--- src/rtl/cond_pkg.sv ---
// Shared definitions for the condition unit: condition-code encodings and
// flag bit positions inside the {N,Z,C,V} flag word.
package cond_pkg;

  typedef enum logic [3:0] {
    EQ = 4'd0,
    NE = 4'd1,
    HS = 4'd2,
    LO = 4'd3,
    MI = 4'd4,
    PL = 4'd5,
    VS = 4'd6,
    VC = 4'd7,
    HI = 4'd8,
    LS = 4'd9,
    GE = 4'd10,
    LT = 4'd11,
    GT = 4'd12,
    LE = 4'd13,
    AL = 4'd14,
    NV = 4'd15
  } cond_e;

  localparam int N_BIT = 3;
  localparam int Z_BIT = 2;
  localparam int C_BIT = 1;  // borrow: set when In1 < In2 unsigned
  localparam int V_BIT = 0;

endpackage

--- src/rtl/cond_unit_if.sv ---
// Request/response channel between a requester and the condition unit.
// Handshake: a beat transfers on a cycle where valid=1 and ready=1; the sender
// holds valid and its payload stable until that cycle, and ready may depend
// combinationally on the receiver's state but never on valid.
interface cond_unit_if;
  import cond_pkg::*;

  logic       req_valid;
  logic [3:0] req_cond;
  logic       req_ready;
  logic       resp_valid;
  logic       resp_taken;
  logic       resp_ready;

  modport master (
    output req_valid,
    output req_cond,
    output resp_ready,
    input  req_ready,
    input  resp_valid,
    input  resp_taken
  );

  modport slave (
    input  req_valid,
    input  req_cond,
    input  resp_ready,
    output req_ready,
    output resp_valid,
    output resp_taken
  );

endinterface

--- src/rtl/cond_eval.sv ---
// Pure combinational condition evaluator: decides whether a condition code
// holds for a given {N,Z,C,V} flag word (C is a borrow flag).
module cond_eval
  import cond_pkg::*;
(
  input  logic [3:0] flags,
  input  logic [3:0] cond,
  output logic       taken
);

  logic n, z, c, v;

  assign n = flags[N_BIT];
  assign z = flags[Z_BIT];
  assign c = flags[C_BIT];
  assign v = flags[V_BIT];

  always_comb begin
    taken = 1'b0;
    case (cond_e'(cond))
      EQ: taken = z;
      NE: taken = !z;
      HS: taken = !c;
      LO: taken = c;
      MI: taken = n;
      PL: taken = !n;
      VS: taken = v;
      VC: taken = !v;
      HI: taken = !c && !z;
      LS: taken = c || z;
      GE: taken = (n == v);
      LT: taken = (n != v);
      GT: taken = !z && (n == v);
      LE: taken = z || (n != v);
      AL: taken = 1'b1;
      NV: taken = 1'b0;
    endcase
  end

endmodule

--- src/rtl/cond_unit.sv ---
// Condition unit: owns the architectural flag register, evaluates condition
// requests with a one-cycle registered response, and counts taken results.
module cond_unit
  import cond_pkg::*;
#(
  parameter int CNT_W = 16
) (
  input  logic             clk,
  input  logic             rst,
  input  logic             flag_s,
  input  logic [3:0]       flags_in,
  cond_unit_if.slave       bus,
  output logic [3:0]       flags_q,
  output logic [CNT_W-1:0] taken_cnt
);

  logic [3:0] eff_flags;
  logic       eval_taken;
  logic       accept;
  logic       resp_valid_q;
  logic       resp_taken_q;

  // A flag write in the same cycle as a request is visible to that request.
  assign eff_flags = flag_s ? flags_in : flags_q;

  cond_eval u_eval (
    .flags (eff_flags),
    .cond  (bus.req_cond),
    .taken (eval_taken)
  );

  assign bus.req_ready  = !resp_valid_q || bus.resp_ready;
  assign accept         = bus.req_valid && bus.req_ready;
  assign bus.resp_valid = resp_valid_q;
  assign bus.resp_taken = resp_taken_q;

  always_ff @(posedge clk) begin
    if (rst) begin
      flags_q      <= 4'b0000;
      resp_valid_q <= 1'b0;
      resp_taken_q <= 1'b0;
      taken_cnt    <= '0;
    end else begin
      if (flag_s) begin
        flags_q <= flags_in;
      end
      // resp_taken only moves on acceptance, so a stalled response is frozen.
      if (accept) begin
        resp_valid_q <= 1'b1;
        resp_taken_q <= eval_taken;
        if (eval_taken && (taken_cnt != {CNT_W{1'b1}})) begin
          taken_cnt <= taken_cnt + CNT_W'(1);
        end
      end else if (bus.resp_ready) begin
        resp_valid_q <= 1'b0;
      end
    end
  end

endmodule

--- src/flat_wrapper.sv ---
// flat-port wrapper written by rule: the top's interface ports become plain ports
module cond_unit_flat import cond_pkg::*;
#(
  parameter int CNT_W = 16
)
  (clk, rst, flag_s, flags_in, flags_q, taken_cnt, bus_req_valid, bus_req_cond, bus_resp_ready, bus_req_ready, bus_resp_valid, bus_resp_taken);
  cond_unit_if bus_i ();
  input  logic clk;
  input  logic rst;
  input  logic flag_s;
  input  logic [3:0] flags_in;
  output logic [3:0] flags_q;
  output logic [CNT_W-1:0] taken_cnt;
  input wire logic [$bits(bus_i.req_valid)-1:0] bus_req_valid;
  input wire logic [$bits(bus_i.req_cond)-1:0] bus_req_cond;
  input wire logic [$bits(bus_i.resp_ready)-1:0] bus_resp_ready;
  output wire logic [$bits(bus_i.req_ready)-1:0] bus_req_ready;
  output wire logic [$bits(bus_i.resp_valid)-1:0] bus_resp_valid;
  output wire logic [$bits(bus_i.resp_taken)-1:0] bus_resp_taken;
  assign bus_i.req_valid = bus_req_valid;
  assign bus_i.req_cond = bus_req_cond;
  assign bus_i.resp_ready = bus_resp_ready;
  assign bus_req_ready = bus_i.req_ready;
  assign bus_resp_valid = bus_i.resp_valid;
  assign bus_resp_taken = bus_i.resp_taken;
  cond_unit #(.CNT_W(CNT_W)) u_core (.clk(clk), .rst(rst), .flag_s(flag_s), .flags_in(flags_in), .bus(bus_i), .flags_q(flags_q), .taken_cnt(taken_cnt));
endmodule
--- config.mk ---
export PLATFORM = sky130hd
export DESIGN_NAME = cond_unit_flat
export DESIGN_NICKNAME = d
export VERILOG_FILES = /design/src/rtl/cond_pkg.sv /design/src/rtl/cond_unit_if.sv /design/src/rtl/cond_eval.sv /design/src/rtl/cond_unit.sv /design/src/flat_wrapper.sv
export SDC_FILE = /design/constraint.sdc
export NUM_CORES = 1
export LEC_CHECK = 0
export CELL_PAD_IN_SITES_DETAIL_PLACEMENT = 1
export CELL_PAD_IN_SITES_GLOBAL_PLACEMENT = 1
export CORE_MARGIN = 10
export CORE_UTILIZATION = 34
export DETAILED_ROUTE_END_ITERATION = 12
export GPL_TIMING_DRIVEN = 0
export PLACE_DENSITY_LB_ADDON = 0.2
export SYNTH_ARGS = -nofsm -noshare
export SYNTH_HDL_FRONTEND = slang
export SYNTH_SLANG_ARGS = --single-unit
export TNS_END_PERCENT = 10
--- constraint.sdc ---
create_clock -name clk -period 2.7 [get_ports clk]
set_input_delay 0.405 -clock clk [delete_from_list [all_inputs] [get_ports clk]]
set_output_delay 0.405 -clock clk [all_outputs]
set_load 0.02 [all_outputs]
* Word level (Yosys, flattened, before mapping) *
Cells that the tools add are included.
W data, S select, Z words.

operators by class
  add/subtract/negate cells = 1
  multiplexer cells = 4
  eq/ne operators = 18
  reduce and logical (&&, ||, !) cells = 15

operator list
  kind                     number
  $eq A4 B4 Y1 const B     8
  $add A16 B1 Y16 const B  1
  $eq A4 B3 Y1 const B     4
  $ne A16 B16 Y1 const B   1
  $pmux W1 S16             1
  $eq A4 B2 Y1 const B     2
  $logic_not A1 Y1         5
  $eq A4 B1 Y1 const B     1
  $logic_and A1 B1 Y1      4
  $logic_not A4 Y1         1
  $mux W4                  1
  $logic_or A1 B1 Y1       3
  $mux W1                  2
  $reduce_and A2 Y1        1
  $reduce_bool A2 Y1       1
  $eq A1 B1 Y1             1
  $ne A1 B1 Y1             1

word-level totals
  output and inout bits = 23
  flip-flop bits (word level) = 22
  word-level logic and storage cells = 42
  input port bits = 13

* Longest topological paths before layout *
  word-level depth = 6
  depth in mapped cells = 9
  gate-level depth less buffers = 8

* Hierarchy *
Synthesis repeated with hierarchy kept, for this count alone.

unflattened totals
  cell total of the unflattened synthesis = 144
  area, all modules = 1325.0 um^2

modules (own cells, without submodules)
  module     sequential area each (um^2)  cells an instance  area each (um^2)  times used
  cond_unit  440.4                        120                1103.6            1
  cond_eval  0.0                          24                 221.5             1

* Least setup slack after synthesis *
Ideal clock, no wire load.

  kind = register to register
  start = reg u_core.taken_cnt[0]
  end = reg u_core.taken_cnt[7]
  clock period less this slack = 2269 ps
  arrival time = 2148 ps
  library setup time = 121 ps
  path slack = 431 ps
  cell stages (with the launch flop) = 10
  buffers on the path = 1
  data required time = 2579 ps
  cell sequence = dfxtp_1 > ha_1 > nand2_1 > nor4_1 > nand2b_1 > o21a_1 > and3_2 > buf_6 > and3_1 > mux2_4

on the way
  word-level cells in the longest chain between the ends = 3
  elaborated cells between the ends (all ways) = 4
  those cells by class = 1 x add/sub; 1 x eq/ne; 2 x reduce/logical

ends and longest elaborated chain
  item                                                                     line             text
  from (decl)                                                              cond_unit.sv:14  output logic [CNT_W-1:0] taken_cnt
  from (signal assigned)                                                   cond_unit.sv:52  taken_cnt <= taken_cnt + CNT_W'(1);
  parallel branches: the longest is 3 deep, another holds $add A16 B1 Y16  n/a

Parallel ways; which one is timed is not known.
A chain may end at the register's enable or synchronous reset.

* Worst setup path in the final report *
  start = in flags_in[3]
  end = reg u_core.taken_cnt[9]

on the way
  word-level cells in the longest chain between the ends = 6
  elaborated cells between the ends (all ways) = 9
  those cells by class = 2 x eq/ne; 2 x mux; 5 x reduce/logical

ends and longest elaborated chain
  item                                                              line                              text
  from (decl)                                                       flat_wrapper.sv:11                input logic [3:0] flags_in;
  $mux W4 (*)                                                       n/a
  $ne A1 B1 Y1 / $eq A1 B1 Y1 (equally long branches)               n/a
  $logic_or A1 B1 Y1 / $logic_and A1 B1 Y1 (equally long branches)  cond_eval.sv:34, cond_eval.sv:33
  $pmux W1 S16 (*)                                                  cond_eval.sv:20                   case (cond_e'(cond))
  $logic_and A1 B1 Y1 (*)                                           cond_unit.sv:51                   if (eval_taken && (taken_cnt != {CNT_W{1'b1}})) begin
  $reduce_and A2 Y1 (no source line) (*)                            n/a

Every way passes the cells marked *; elsewhere a longest branch is shown, timed or not.

==> metrics.md <==
| Metric | Value |
|---|---|
| Fin. Hold Viols | 0 |
| Maximum clock insertion buffer count | 2 |
| CTS tree | built |
| Post-Syn Area per Cell | 8.21 um2 |
| Clk root buf | clkbuf_8 |
| # rows | 22 |
| Vias/cell | 5.33 |
| Type of the worst setup path | input pin to flip-flop |
| Post-synthesis net count | 173 |
| Post-synthesis simple-gate area fraction | 0.310 |
| Setup crit end kind | flip-flop |
| CP startpoint kind | input pin |
| Reg power frac | 0.460 |
| Routability Congestion | 0.759 |
| Number of global-route vias before repair | 1385 |
| Compound-gate portion of the synthesized area | 0.165 |
| Most frequent cells after synthesis | dfxtp_1 (22), nor2_1 (19), a21oi_1 (12) |
| IO Pins | 36 |
| Starting DRT DRC Count | 93 |
| Drt drc | 0 |
| Int Power | 535 uW |
| First-pass GRT wire length | 6.51 mm |
| Share of layout cells above drive strength 1 | 0.123 |
| Syn. warnings | 0 |
| Nets | 210 |
| Final Max Tran Viols | 0 |
| Crit-path max FO | 10 |
| Count of cell types in the netlist | 43 |
| Synthesized area | 1310 um2 |
| HP Class | input pin to flip-flop |
| Clk Latency, worst-skew pair | 0.27 ns |
| DP Worst Slack | -0.224 ns |
| Sw Share | 0.280 |
| Main area contributors after synthesis | dfxtp_1 (34%), nor2_1 (5.5%), a21oi_1 (4.6%) |
| HPWL after DPL | 3.10 mm |
| Post-Syn Instances | 159 |
| R2R Setup Slk | 0.33 ns |
| Measured slew at the worst slew-check pin | 0.526 ns |
| Final wirelength | 3.97 mm |
| Starting Density | 0.354 |
| Mux share of post-synthesis cell area | 0.0853 |
| Cell taking the most area after synthesis | dfxtp_1 |
| Die width | 82.0 um |
| Asr flop ratio synth | 0 |
| Clock Skew | 0.000933 ns |
| Min cycle time layout | 2.58 ns |
| Hold WS | 0.461 ns |
| Fillcell total | 455 |
| Die H | 82.0 um |
| Synth Flop Type | dfxtp_1 |
| Switching pwr | 208 uW |
| Most numerous cell in the Yosys netlist | dfxtp_1 |
| #FFs+latches synth | 22 |
| Slew margin rel. | 0.649 |
| Num CTS Buffers | 3 |
| Status | complete, no violations |
| Final setup vio count | 0 |
| Logic pwr share | 0.207 |
| DIE AREA | 6720 um2 |
| Crit share post-route | 0.955 |
| WL/cell | 16.3 um |
| DRT Pass-1 Iters | 4 |
| Number of enable flip-flop cells after synthesis | 0 |
| Clk slew on worst S/H paths | 0.08 ns |
| CTS H-tree lvls | 1 |
| Setup Total Neg Slack | 0 ns |
| Cell area after placement | 1690 um2 |
| Overflow after GRT | 0 |
| Synth-to-Final Area Change | 34.1% |
| Core footprint | 3690 um2 |
| WP data arrival | 2.71 ns |
| PD cells | 424 nW/um2 |
| Final WS setup | 0.121 ns |
| Seq/Total Area, Yosys | 0.337 |
| Gr usage total | 0.122 |
| ANT nets after route | 0 |
| Yosys top cell area share | 0.337 |
| Final instance area | 1750 um2 |
| WP data required | 2.83 ns |
| Largest net degree at the start of global routing | 13 |
| Clock share of power | 0.332 |
| ANT cells | 0 |
| Max_cap viols | 0 |
| Via count | 1294 |
| Largest family of logic cells by synthesized area | simple AND/OR/NAND/NOR gates |
| Post-synthesis xor/xnor area fraction | 0.0336 |
| Port bufs | 32 |
| Fmax | 0.388 GHz |
| Clock Sinks | 22 |
| Post-CTS Setup Bufs | 0 |
| Area share of fa/ha/maj cells after synthesis | 0.00959 |
| Pleak | 0.000641 uW |
| Maximum vdd ir drop | 0.215 mV |
| Initial antenna violation count | 0 |
| RSZ-0062 raised after global routing | false |
## cells in the final DEF, fill, tap and decap left out, types with 5 or more instances in the layout
cell             count
clkdlybuf4s50_1     32
a21oi_1             12
nor2_1              19
nand3_1             10
and3_1               9
or3_1                5
o21ai_0              6
inv_1                6
dfxtp_1             22
nand2_1             10
## state kept, by name, indices dropped and copies added, names as in the netlist
| register | cells |
|---|---|
| u_core.bus.resp_taken | 1 |
| u_core.bus.resp_valid | 1 |
| u_core.flags_q | 4 |
| u_core.taken_cnt | 16 |
## stage by stage
| stage | power [uW] | cells | util |
|---|---|---|---|
| CTS | 751 | 243 | 0.472 |
| floorplan | 442 | 159 | - |
| global placement | 496 | 239 | 0.457 |
| global route | 777 | 243 | 0.475 |
| finish | 743 | 243 | 0.475 |
| detailed placement | 504 | 239 | 0.457 |
## power by group through the flow
stage / logic [uW] / clock network, uW / registers [uW]
after floorplan: 82.1 / 0 / 360
after global placement: 147 / 0 / 349
after detailed placement: 154 / 0 / 350
after CTS: 154 / 254 / 343
after global routing: 167 / 267 / 344
final: 154 / 247 / 342
## path summary, 6_finish.rpt
check,to,depth (start not counted),from
worst min register to register,u_core.bus.resp_taken,2,u_core.bus.resp_taken
worst max-delay path,u_core.taken_cnt[9],9,flags_in[3]
worst min-delay path,u_core.flags_q[1],3,flag_s
worst max register to register,u_core.taken_cnt[10],9,u_core.taken_cnt[0]
## area by class of cell
type | instances | area (um2) | area share
Multi-Input combinational cell | 123 | 797 | 0.455
Buffer | 8 | 55.1 | 0.0315
Clock buffer | 4 | 55.1 | 0.0315
Sequential cell | 22 | 440 | 0.252
Inverter | 6 | 22.5 | 0.0129
Tap cell | 48 | 60.1 | 0.0343
Timing Repair Buffer | 32 | 320 | 0.183
## layer usage
layer | global-route usage | vias to the layer above | part of all wire
met5 | 0 | - | 0
met4 | 0.0442 | 0 | 0.017
met3 | 0.0240 | 7 | 0.036
met2 | 0.240 | 19 | 0.55
met1 | 0.123 | 624 | 0.40
li1 | - | 644 | -
## critical path, stage by stage
cell and delay (ns):
clkdlybuf4s50_1 0.52, xnor2_1 0.15, mux2i_2 0.14, and3_1 0.19, o31ai_1 0.42, nand3_2 0.24
buf_6 0.20, o31ai_1 0.32, a21oi_1 0.13
## cell families (layout without fill, tap and decap cells)
| logic type | Yosys count | in the layout |
|---|---|---|
| flip-flops | 22 | 22 |
| buffers and inverters | 14 | 50 |
| AO/OA/AOI/OAI | 33 | 33 |
| AND/OR/NAND/NOR | 76 | 76 |
| adder cells (fa/ha/maj) | 1 | 1 |
| multiplexers | 8 | 8 |
| XOR/XNOR | 5 | 5 |
## timing repair
item	in CTS	in global routing
gates resized for setup	0	2
hold buffers	0	0
setup endpoints to repair	0	4
No activity file was read; power rests on OpenSTA's default activity.
